===== src/rtl/uart_baud_ctrl.sv =====
// Sequences BAUDGEN rate changes: bus writes are applied when the link is idle on a baudtick,
// and autobaud measures one start bit and picks the nearest rate. Requests made while busy are rejected with cfg_err.
module uart_baud_ctrl #(
    parameter logic [3:0] RESET_BAUD   = 4'd6,
    parameter int         SETTLE_TICKS = 4,
    parameter int         MEAS_W       = 20,
    parameter int         MIN_W        = 64,
    parameter int         ARM_TIMEOUT  = 2**20
) (
    input  logic       clk,
    input  logic       resetn,
    input  logic       cfg_wr,
    input  logic [3:0] cfg_baud,
    input  logic       auto_req,
    input  logic       link_busy,
    input  logic       rxd,
    input  logic       baudtick,
    output logic [3:0] set_baud,
    output logic       cfg_busy,
    output logic       cfg_err,
    output logic       auto_done,
    output logic       auto_fail
);

    localparam int AW = $clog2(ARM_TIMEOUT + 1);
    localparam int TW = $clog2(SETTLE_TICKS + 1);
    localparam logic [MEAS_W-1:0] W_MAX = '1;

    typedef enum logic [2:0] {
        IDLE, PEND, SETTLE, AUTO_ARM, AUTO_MEAS, AUTO_SRCH
    } state_t;

    state_t            state, state_n;
    logic [3:0]        set_baud_n, pend, pend_n;
    logic [AW-1:0]     arm_cnt, arm_n;
    logic [MEAS_W-1:0] w_cnt, w_n;
    logic [TW-1:0]     tick_cnt, tick_n;
    logic [3:0]        k_cnt, k_n, best, best_n;
    logic [MEAS_W-1:0] best_diff, bd_n;
    logic [MEAS_W-1:0] est, cnt_k, diff;
    logic              err_pend, err_pend_n, err_n, done_n, fail_n, reject;
    logic              rxd_m, rxd_s, rxd_d, rxd_fall, rxd_rise;

    // Tick counts must stay identical to the BAUDGEN divider table.
    function automatic logic [MEAS_W-1:0] rate_count(input logic [3:0] k);
        case (k)
            4'd0:    rate_count = MEAS_W'(28410);
            4'd1:    rate_count = MEAS_W'(10417);
            4'd2:    rate_count = MEAS_W'(5209);
            4'd3:    rate_count = MEAS_W'(2605);
            4'd4:    rate_count = MEAS_W'(1303);
            4'd5:    rate_count = MEAS_W'(652);
            4'd6:    rate_count = MEAS_W'(326);
            4'd7:    rate_count = MEAS_W'(218);
            4'd8:    rate_count = MEAS_W'(162);
            4'd9:    rate_count = MEAS_W'(82);
            4'd10:   rate_count = MEAS_W'(55);
            4'd11:   rate_count = MEAS_W'(28);
            4'd12:   rate_count = MEAS_W'(25);
            4'd13:   rate_count = MEAS_W'(13);
            default: rate_count = '0;
        endcase
    endfunction

    assign rxd_fall = rxd_d & ~rxd_s;
    assign rxd_rise = ~rxd_d & rxd_s;
    assign cfg_busy = (state != IDLE);
    assign est      = w_cnt >> 4;
    assign cnt_k    = rate_count(k_cnt);
    assign diff     = (est >= cnt_k) ? (est - cnt_k) : (cnt_k - est);

    always_comb begin
        state_n    = state;
        set_baud_n = set_baud;
        pend_n     = pend;
        arm_n      = arm_cnt;
        w_n        = w_cnt;
        tick_n     = tick_cnt;
        k_n        = k_cnt;
        best_n     = best;
        bd_n       = best_diff;
        done_n     = 1'b0;
        fail_n     = 1'b0;
        reject     = (state != IDLE) && (cfg_wr || auto_req);
        case (state)
            IDLE: begin
                if (cfg_wr) begin
                    if (cfg_baud <= 4'd13) begin
                        pend_n  = cfg_baud;
                        state_n = PEND;
                    end else begin
                        reject = 1'b1;
                    end
                end else if (auto_req) begin
                    arm_n   = '0;
                    state_n = AUTO_ARM;
                end
            end
            PEND: begin
                if (!link_busy && baudtick) begin
                    set_baud_n = pend;
                    tick_n     = '0;
                    state_n    = SETTLE;
                end
            end
            SETTLE: begin
                if (baudtick) begin
                    if (tick_cnt == TW'(SETTLE_TICKS - 1)) state_n = IDLE;
                    else                                    tick_n  = tick_cnt + 1'b1;
                end
            end
            AUTO_ARM: begin
                if (rxd_fall) begin
                    w_n     = MEAS_W'(1);
                    state_n = AUTO_MEAS;
                end else if (arm_cnt == AW'(ARM_TIMEOUT - 1)) begin
                    fail_n  = 1'b1;
                    state_n = IDLE;
                end else begin
                    arm_n = arm_cnt + 1'b1;
                end
            end
            AUTO_MEAS: begin
                if (rxd_rise) begin
                    if (w_cnt < MEAS_W'(MIN_W)) begin
                        fail_n  = 1'b1;
                        state_n = IDLE;
                    end else begin
                        k_n     = '0;
                        best_n  = '0;
                        bd_n    = '1;
                        state_n = AUTO_SRCH;
                    end
                end else if (!rxd_s) begin
                    if (w_cnt == W_MAX) begin
                        fail_n  = 1'b1;
                        state_n = IDLE;
                    end else begin
                        w_n = w_cnt + 1'b1;
                    end
                end
            end
            AUTO_SRCH: begin
                // Strict compare keeps the lower code on ties.
                if (diff < best_diff) begin
                    best_n = k_cnt;
                    bd_n   = diff;
                end
                if (k_cnt == 4'd13) begin
                    set_baud_n = best_n;
                    done_n     = 1'b1;
                    tick_n     = '0;
                    state_n    = SETTLE;
                end else begin
                    k_n = k_cnt + 4'd1;
                end
            end
            default: state_n = IDLE;
        endcase
        // A rejection coinciding with an autobaud result is held one cycle so pulses never overlap.
        err_n      = (reject || err_pend) && !(done_n || fail_n);
        err_pend_n = (reject || err_pend) &&  (done_n || fail_n);
    end

    always_ff @(posedge clk or negedge resetn) begin
        if (!resetn) begin
            state     <= IDLE;
            set_baud  <= RESET_BAUD;
            pend      <= '0;
            arm_cnt   <= '0;
            w_cnt     <= '0;
            tick_cnt  <= '0;
            k_cnt     <= '0;
            best      <= '0;
            best_diff <= '0;
            err_pend  <= 1'b0;
            cfg_err   <= 1'b0;
            auto_done <= 1'b0;
            auto_fail <= 1'b0;
            rxd_m     <= 1'b1;
            rxd_s     <= 1'b1;
            rxd_d     <= 1'b1;
        end else begin
            state     <= state_n;
            set_baud  <= set_baud_n;
            pend      <= pend_n;
            arm_cnt   <= arm_n;
            w_cnt     <= w_n;
            tick_cnt  <= tick_n;
            k_cnt     <= k_n;
            best      <= best_n;
            best_diff <= bd_n;
            err_pend  <= err_pend_n;
            cfg_err   <= err_n;
            auto_done <= done_n;
            auto_fail <= fail_n;
            rxd_m     <= rxd;
            rxd_s     <= rxd_m;
            rxd_d     <= rxd_s;
        end
    end

endmodule


===== config.mk =====
export PLATFORM = sky130hd
export DESIGN_NAME = uart_baud_ctrl
export DESIGN_NICKNAME = d
export VERILOG_FILES = /design/src/rtl/uart_baud_ctrl.sv
export SDC_FILE = /design/constraint.sdc
export NUM_CORES = 1
export LEC_CHECK = 0
export CAP_MARGIN = 20
export CORE_MARGIN = 5
export CORE_UTILIZATION = 25
export CTS_BUF_LIST = sky130_fd_sc_hd__clkbuf_16
export DETAILED_ROUTE_END_ITERATION = 16
export PLACE_DENSITY_LB_ADDON = 0.08
export SETUP_SLACK_MARGIN = 0.2
export SLEW_MARGIN = 20
export SYNTH_ARGS = -nofsm -noshare
export SYNTH_HDL_FRONTEND = slang
export SYNTH_SLANG_ARGS = --single-unit
export TNS_END_PERCENT = 50

===== constraint.sdc =====
create_clock -name clk -period 5.5 [get_ports clk]
set_input_delay 1.1 -clock clk [delete_from_list [all_inputs] [get_ports clk]]
set_output_delay 1.1 -clock clk [all_outputs]
set_load 0.02 [all_outputs]

==> metrics.txt <==
outcome finished, final reports clean; global-route wire length before repair 31800 µm; Fillers 2847; CP Max Fanout 7; Reg area 2260 µm²; Pins Over Slew Limit 0; # H-tree levels 3; post-synth top area cell dfrtp_1; die width 176 µm; top cells by area, synth dfrtp_1 31%, ha_1 11%, nor2_1 4.7%, xnor2_1 4.3%, inv_1 4.0%; Final Core Density 0.305; area of the die 30900 µm²; row count 60; ys flop type dfrtp_1; dpl ws -0.0102 ns; HPWL after DPL 15000 µm; Via-to-Cell Ratio 4.86; Worst Tran Pin Value 0.692 ns; Die Ht 176 µm; Pre-Repair DR Iteration Count 4; P_leak 3.57 nW; All-Layer GR Usage 0.127; Routed Antenna Nets 0; maxcap violations 0; Final Hold Viols 0; Residual DRC 0; GP Congestion 0.855; maximum vdd ir drop 0.198 mV; critical path depth 25; CTS clk-pin slew, worst paths 0.08 ns; sequential area share after synthesis 0.329; share of cells above drive strength 1 0.163; CTS tree built; Antenna Cells 0; Net Count, Synth 888; Tmin final 5.01 ns; CP max stage delay 0.42 ns; io pins 19; R2R cell count 25; CP max stage cell dfrtp_1; Worst Skew 0.0153 ns; Via Count 5806; I/O Buffers 18; RSZ-0062 raised after global routing yes; yosys warns 0; Max Clock Freq 200 MHz; Crit path max-delay family compound AO/OA/AOI/OAI gates; clk buf depth 2; Buf/Inv on CP 6; Async SR Flop Fraction 1.00; Cells after Synth 815; Distinct cells, synth 72; WP data required 5.75 ns; FF+latch count, synth 90; Post-synth EDFFs 0; worst endpoint data arrival time 5.26 ns; core area 27000 µm²; Area growth syn-to-layout 19.8%; Worst-Skew Late Latency 0.36 ns; initial antenna violation count 0; crit end category flip-flop; final setup margin 0.493 ns; hold-fix buffers at CTS 0; Syn Area/Cell 8.43 µm²; Hold Path Class reg -> reg; fin crit share 0.910; share of the synthesized area in the top cell type 0.310; critical path class reg -> reg; DR iter-0 viols 298; CTS Buf Count 9; critical path launch point type flip-flop; wire per inst 16.4 µm; WL final 19500 µm; vias in the first global route 5959; hold_ws 0.358 ns; Initial Util 0.254; Cell Area, Synth 6870 µm²; largest net degree at the start of global routing 49; reg2reg setup slack 0.49 ns; Rel. slew slack 0.539; PwrDens 525 nW/µm²; layout net count 921; hold depth 0; Multi-input gate area 4440 µm²; clk root buf clkbuf_16; clk sinks 90; Final setup viols 0; GR Overflow Total 0
-- cells by family after synthesis --
kind of cell	after synthesis	synth area share
xor gates and xnor gates	46	0.0586
DFF	90	0.329
buffers and inverters	111	0.0645
adders and majority gates	62	0.115
AOI/OAI and AO/OA	194	0.190
and+or+nand+nor	291	0.212
muxes	21	0.0310
-- worst paths after layout --
check / from / to
min in group asynchronous: resetn / best_diff[9]
min reg2reg: rxd_m / rxd_s
max in group asynchronous: resetn / arm_cnt[19]
min: rxd_m / rxd_s
max: k_cnt[1] / set_baud[0]
max reg2reg: k_cnt[1] / set_baud[0]
-- layer usage --
| metal | share of wire | track usage | routed length (µm) |
|---|---|---|---|
| met5 | 0 | 0 | 0 |
| met1 | 0.50 | 0.173 | 9750 |
| met2 | 0.47 | 0.213 | 9160 |
| met3 | 0.017 | 0.0196 | 336 |
| met4 | 0.015 | 0.0322 | 287 |
-- state kept, by name, summed over array words and instances, names as in the netlist --
name	count
auto_done	1
set_baud	4
rxd_s	1
rxd_d	1
arm_cnt	21
state	3
rxd_m	1
tick_cnt	3
pend	4
cfg_err	1
k_cnt	4
err_pend	1
best_diff	20
w_cnt	20
auto_fail	1
best	4
-- worst register-to-register path: cells and delay by family (launching register included) --
family / cells / cell delay [ns]
AOI/OAI and AO/OA: 9 / 1.55
muxes: 1 / 0.24
xor gates and xnor gates: 1 / 0.16
adders and majority gates: 3 / 0.88
buffers and inverters: 6 / 0.70
DFF: 1 / 0.42
and+or+nand+nor: 5 / 0.97
-- final cells by class --
cell class | count | area share
Clock buffer | 9 | 0.0274
Clock inverter | 7 | 0.00927
Inverter | 74 | 0.0337
Multi-Input combinational cell | 614 | 0.539
Sequential cell | 90 | 0.275
Tap cell | 341 | 0.0518
Timing Repair Buffer | 59 | 0.0638
-- stage by stage --
step           total power [mW]  cell area (µm²)  std cells  TNS, ns
3_3_place_gp               3.38             7560       1168   -0.737
4_1_cts                    4.10             7910       1184        0
6_report                   4.32             8230       1194        0
5_1_grt                    4.71             8230       1194        0
3_5_place_dp               3.39             7560       1168  -0.0102
2_1_floorplan              2.62             6870        815        0
-- cells in the final DEF (no fill, tap or decap), types with 15 or more instances in the layout --
| cell | instances |
|---|---|
| a21oi_1 | 34 |
| buf_4 | 36 |
| clkdlybuf4s50_1 | 17 |
| dfrtp_1 | 84 |
| ha_1 | 53 |
| inv_1 | 71 |
| mux2i_1 | 15 |
| nand2_1 | 68 |
| nand3_1 | 24 |
| nand4_1 | 23 |
| nor2_1 | 84 |
| nor3_1 | 17 |
| o21ai_0 | 43 |
| xnor2_1 | 32 |
-- repair_timing --
item / in CTS / in global routing
pin swaps: 0 / 15
cloned: 0 / 0
setup endpoints to repair: 28 / 28
endpoints found under the hold margin: 0 / 0
gates resized for setup: 12 / 57
setup buffers: 0 / 10
-- power by group --
part	switching [mW]	internal (mW)	leakage, nW
clock	0.324	0.324	0.149
combinational	1.53	1.22	2.23
sequential	0.121	0.802	1.20
total	1.97	2.35	3.57
-- Yosys cell counts (3+ instances only) --
| library cell | count |
|---|---|
| mux2i_1 | 19 |
| o22ai_1 | 4 |
| o21ai_0 | 53 |
| or3_1 | 10 |
| nand2b_1 | 3 |
| ha_1 | 60 |
| and4_1 | 6 |
| nand2_1 | 69 |
| xor2_1 | 12 |
| nor4_1 | 7 |
| a31oi_1 | 6 |
| o21bai_1 | 6 |
| nor3_1 | 19 |
| a21bo_2 | 11 |
| o22a_1 | 7 |
| a211oi_1 | 12 |
| dfrtp_1 | 85 |
| or2_2 | 4 |
| and3_1 | 8 |
| inv_1 | 73 |
| a21oi_1 | 41 |
| buf_2 | 11 |
| dfstp_2 | 5 |
| nand3_1 | 24 |
| o2111ai_1 | 3 |
| a31o_2 | 3 |
| nand3b_1 | 3 |
| nand4_1 | 23 |
| nor2_1 | 86 |
| or4_1 | 3 |
| o21a_1 | 7 |
| and2_1 | 7 |
| o31ai_1 | 4 |
| xnor2_1 | 34 |
| a21o_1 | 12 |
| o211ai_1 | 4 |
| clkbuf_1 | 23 |
| nor2b_1 | 5 |
Note: power is estimated with default switching activity, not from simulation.
